`config.mk`:
```
export PLATFORM = sky130hd
export DESIGN_NAME = tone_period_meter
export DESIGN_NICKNAME = d
export VERILOG_FILES = /design/src/rtl/tone_period_meter.sv
export SDC_FILE = /design/constraint.sdc
export NUM_CORES = 1
export LEC_CHECK = 0
export CAP_MARGIN = 25
export CORE_ASPECT_RATIO = 0.5
export CORE_MARGIN = 8
export CORE_UTILIZATION = 55
export CTS_CLUSTER_SIZE = 25
export DETAILED_ROUTE_END_ITERATION = 16
export PLACE_DENSITY = 0.85
export SKIP_CTS_REPAIR_TIMING = 1
export SYNTH_ARGS = -nofsm -noshare
export SYNTH_HDL_FRONTEND = slang
export SYNTH_SLANG_ARGS = --single-unit
```
`constraint.sdc`:
```
create_clock -name i_clk -period 3.2 [get_ports i_clk]
set_input_delay 0.48 -clock i_clk [delete_from_list [all_inputs] [get_ports i_clk]]
set_output_delay 0.48 -clock i_clk [all_outputs]
set_load 0.005 [all_outputs]
```
`src/rtl/tone_period_meter.sv`:
```
// tone_period_meter: measures rise-to-rise period and high time of a square-wave tone in clk cycles.
module tone_period_meter #(
    parameter int CNT_W      = 22,
    parameter int MIN_PERIOD = 4
) (
    input  logic             i_clk,
    input  logic             i_rst_n,
    input  logic             i_enable,
    input  logic             i_tone_in,
    output logic [CNT_W-1:0] o_period,
    output logic [CNT_W-1:0] o_high_time,
    output logic             o_period_valid,
    output logic             o_no_signal
);
    typedef enum logic {IDLE, MEASURE} state_t;

    localparam logic [CNT_W-1:0] CNT_MAX = '1;
    localparam logic [CNT_W-1:0] MIN_CNT = CNT_W'(MIN_PERIOD);

    state_t           r_state, w_state_nx;
    logic             r_s1, r_s2, r_s3, r_armed;
    logic [CNT_W-1:0] r_cnt, r_hi_snap;
    logic             w_rise, w_fall, w_meas, w_start, w_take, w_timeout;

    assign w_rise = r_s2 & ~r_s3;
    assign w_fall = ~r_s2 & r_s3;

    always_comb begin
        w_meas     = r_state == MEASURE && i_enable;
        w_start    = r_state == IDLE && i_enable && w_rise;
        w_take     = w_meas && w_rise && r_cnt >= MIN_CNT;
        w_timeout  = w_meas && !w_rise && r_cnt == CNT_MAX;
        w_state_nx = !i_enable ? IDLE : w_start ? MEASURE : w_timeout ? IDLE : r_state;
    end

    always_ff @(posedge i_clk or negedge i_rst_n) begin
        if (!i_rst_n) begin
            r_s1           <= 1'b0;
            r_s2           <= 1'b0;
            r_s3           <= 1'b0;
            r_state        <= IDLE;
            r_cnt          <= '0;
            r_hi_snap      <= '0;
            r_armed        <= 1'b0;
            o_period       <= '0;
            o_high_time    <= '0;
            o_period_valid <= 1'b0;
            o_no_signal    <= 1'b1;
        end else begin
            r_s1           <= i_tone_in;
            r_s2           <= r_s1;
            r_s3           <= r_s2;
            r_state        <= w_state_nx;
            o_period_valid <= w_take;
            if (w_start || w_take) begin
                r_cnt     <= CNT_W'(1);
                r_hi_snap <= '0;
                r_armed   <= 1'b1;
            end else if (w_meas) begin
                if (r_cnt != CNT_MAX)
                    r_cnt <= r_cnt + 1'b1;
                // only the first fall after an accepted rise counts, so glitch falls are ignored
                if (w_fall && r_armed) begin
                    r_hi_snap <= r_cnt;
                    r_armed   <= 1'b0;
                end
            end
            if (w_take) begin
                o_period    <= r_cnt;
                o_high_time <= r_hi_snap;
                o_no_signal <= 1'b0;
            end
            if (w_timeout)
                o_no_signal <= 1'b1;
        end
    end
endmodule

```
==> results.yml <==
status:
  status: "finished, final reports clean"
critical_path:
  worst_path_max_delay_cell: "o21ai_2"
  cp_top_family: "compound AO/OA/AOI/OAI gates"
  path_max_fanout: 19
  crit_path_start_kind: "flop"
  critPathMaxStageDelay_ns: 0.73
  reg2reg_setup_slack_ns: 0.67
  worstPathCellList: "nor4_1 -> nand3_1 -> o21ai_2 -> buf_4 -> nand2_1 -> o21ai_1"
  r2r_cells: 6
  crit_arrival_ns: 2.79
  r2r-end: "r_hi_snap[16]"
  crit_buf_inv: 1
  required_ns: 3.46
  critPathCaptureType: "flop"
  r2r-start: "r_cnt[2]"
  critPathKind: "reg2reg"
timing:
  min_period_ns: 2.530
  skew_ns: 0.006165
  worstMarginPinSlew_ns: 0.8343
  finalWorstSetupSlack_ns: 0.6705
  setup_tns_ns: 0
  max_clock_freq_mhz: 395.3
  hold_viol: 0
  final_max_slew_viol_count: 0
  slew_headroom_pct: 44.37
  setup_viol: 0
  rsz0062_at_grt: "false"
  period_share_pct: 79.05
place:
  hpwl_mm: 6.289
  place_congestion: 0.8444
  place_area_um2: 4656
  pre_cts_slack_ns: 0.7854
  port_buffers: 49
grt:
  grt_pass1_wl_mm: 15.48
  track_usage_pct: 18.63
  first_global_vias: 3012
  antenna_found_initial: 0
  overflow: 0
  grt_max_degree: 60
clock_network:
  insertion_delay_ns: 0.34
  cts_made_buffers: 9
  clk_path_buf_depth: 2
  clk_pin_slew_ns: 0.06
  clockRootBuffer: "clkbuf_16"
  clock_sinks: 95
  htree_levels: 3
  cts_tree: "done"
cells_and_area:
  antenna_cells: 0
  n_fill_cell: 519
  drive_above_1_share_pct: 7.579
  nets: 410
  area_delta_synth_final_pct: 22.54
  finish.instance_area_um2: 4966
logic_synthesis:
  synthCells: 361
  synth_cell_type_count: 36
  synth.net_count: 367
  syn_area_um2: 4053
  synth-seq-cells: 95
  yosys_warnings: 0
  avgSynthCellArea_um2: 11.23
  ys_seq_area_share_pct: 58.69
pwr:
  p_leak_nw: 2.280
  power_density_nw_per_um2: 523.0
  ir_drop_uv: 272.4
  power_mw: 2.597
drt:
  finalWirelength_mm: 9.295
  vias: 2984
  drt_iter0_markers: 305
  vias_per_cell: 5.909
  wl_per_cell_um: 18.41
  drc_errors: 0
  antenna_left: 0
  first_pass_iters: 5
worst_hold_path:
  hold_path.class: "in2async"
die:
  die_h_um: 76.70
  die_area_um2: 10540
  start_util_pct: 55.98
  die_w_um: 137.4
  ios: 50
  rows: 22
  core_um2: 7239
run:
  max_cap_violations: 0
## sequential cells by signal (all words and copies together), names as in the netlist
register and count:
r_cnt 22, r_s2 1, o_period_valid 1, r_s3 1, o_no_signal 1, o_high_time 22, o_period 22, r_state 1
r_s1 1, r_hi_snap 22, r_armed 1
## placed cells by master (no fill, tap or decap), types with 2 or more instances in the layout
cell type and instances:
o21a_1 2, inv_1 3, and3_1 3, clkbuf_16 9, nor2_1 6, o31ai_1 5, mux2i_1 2, clkinvlp_4 2
nand2_1 66, and2_1 3, nand3_1 14, and4_1 4, nand4_1 5, ha_1 2, o21ai_0 7, or4_1 9
mux2_1 42, clkdlybuf4s50_1 48, or3_1 5, nand2b_1 2, o21ai_2 2, clkbuf_8 2, a21oi_1 10, buf_4 3
nor4_1 5, buf_12 3, o21ai_1 25, o211ai_1 10, dfrtp_1 94, a211o_1 2, nor4_2 2
## layout make-up
class                           instances  area [µm²]  area share [%]
Sequential cell                        95        2379           47.90
Multi-Input combinational cell        239        1568           31.57
Timing Repair Buffer                   55       574.3           11.56
Clock buffer                           12       256.5           5.165
Tap cell                               96       120.1           2.419
Clock inverter                          4       53.80           1.083
Inverter                                4       15.01          0.3023
## per-layer routing
metal / vias to the layer above / share of wire, % / track usage (%)
met5: - / 0 / 0
met3: 18 / 10 / 5.072
met1: 1443 / 44 / 25.81
met2: 151 / 43 / 26.80
li1: 1372 / - / -
met4: 0 / 2.2 / 7.966
## cells in the mapped netlist (all sizes together)
master	n	area share (%)
a211o	2	0.43
a21oi	10	1.2
and2	3	0.46
and3	3	0.46
and4	4	0.86
buf	15	2.2
clkbuf	8	0.74
dfrtp	94	58
dfstp	1	0.65
ha	2	0.62
inv	4	0.37
mux2	42	12
mux2i	2	0.49
nand2	66	6.1
nand2b	2	0.31
nand3	14	1.7
nand4	5	0.77
nor2	6	0.56
nor2b	1	0.15
nor3	1	0.12
nor4	7	1.4
o2111ai	1	0.22
o211ai	10	1.9
o21a	2	0.37
o21ai	34	4.3
o21bai	1	0.19
o31ai	5	0.93
or2	1	0.15
or3	5	0.77
or4	9	1.7
xnor2	1	0.22
## worst reg2reg max path: stages (launching register included)
cell,delay (ns)
dfrtp_1,0.55
nor4_1,0.30
nand3_1,0.26
o21ai_2,0.73
buf_4,0.36
nand2_1,0.11
o21ai_1,0.13
## logic make-up (layout without fill, tap and decap cells)
| group | Yosys count | in the layout | share of synthesized area, % |
|---|---|---|---|
| AND/OR/NAND/NOR | 127 | 127 | 15.53 |
| buffers and inverters | 27 | 75 | 3.273 |
| AO/OA/AOI/OAI | 65 | 65 | 9.509 |
| flip-flops | 95 | 95 | 58.69 |
| XOR/XNOR | 1 | 1 | 0.2162 |
| adder cells (fa/ha/maj) | 2 | 2 | 0.6174 |
| multiplexers | 44 | 44 | 12.16 |
## stage by stage
stage	util (%)	hold slack [ns]	std cells
after CTS	68.60	0.2343	505
after detailed placement	64.31	0.3490	489
after global routing	68.60	0.2738	505
final	68.60	0.2046	505
after global placement	64.15	0.3403	488
after floorplan	-	0.1844	361
## report_power, final
| group | switching (mW) | internal [mW] | leakage [nW] |
|---|---|---|---|
| Clock | 0.429 | 0.649 | 0.145 |
| Combinational | 0.130 | 0.0790 | 0.829 |
| Sequential | 0.0648 | 1.25 | 1.31 |
## how the worst max path moves through the flow
stage | start | cells after the start | to | slack [ns]
after global placement | r_cnt[7] | 5 | r_cnt[21] | 0.72
final | r_cnt[2] | 6 | r_hi_snap[16] | 0.67
after global routing | r_cnt[2] | 6 | r_hi_snap[21] | 0.54
after CTS | r_cnt[2] | 6 | r_hi_snap[16] | 0.68
after detailed placement | r_cnt[9] | 5 | o_period[15] | 0.79
after floorplan | r_cnt[17] | 7 | o_high_time[11] | 1.31
Power figures use the tool's default switching activity.
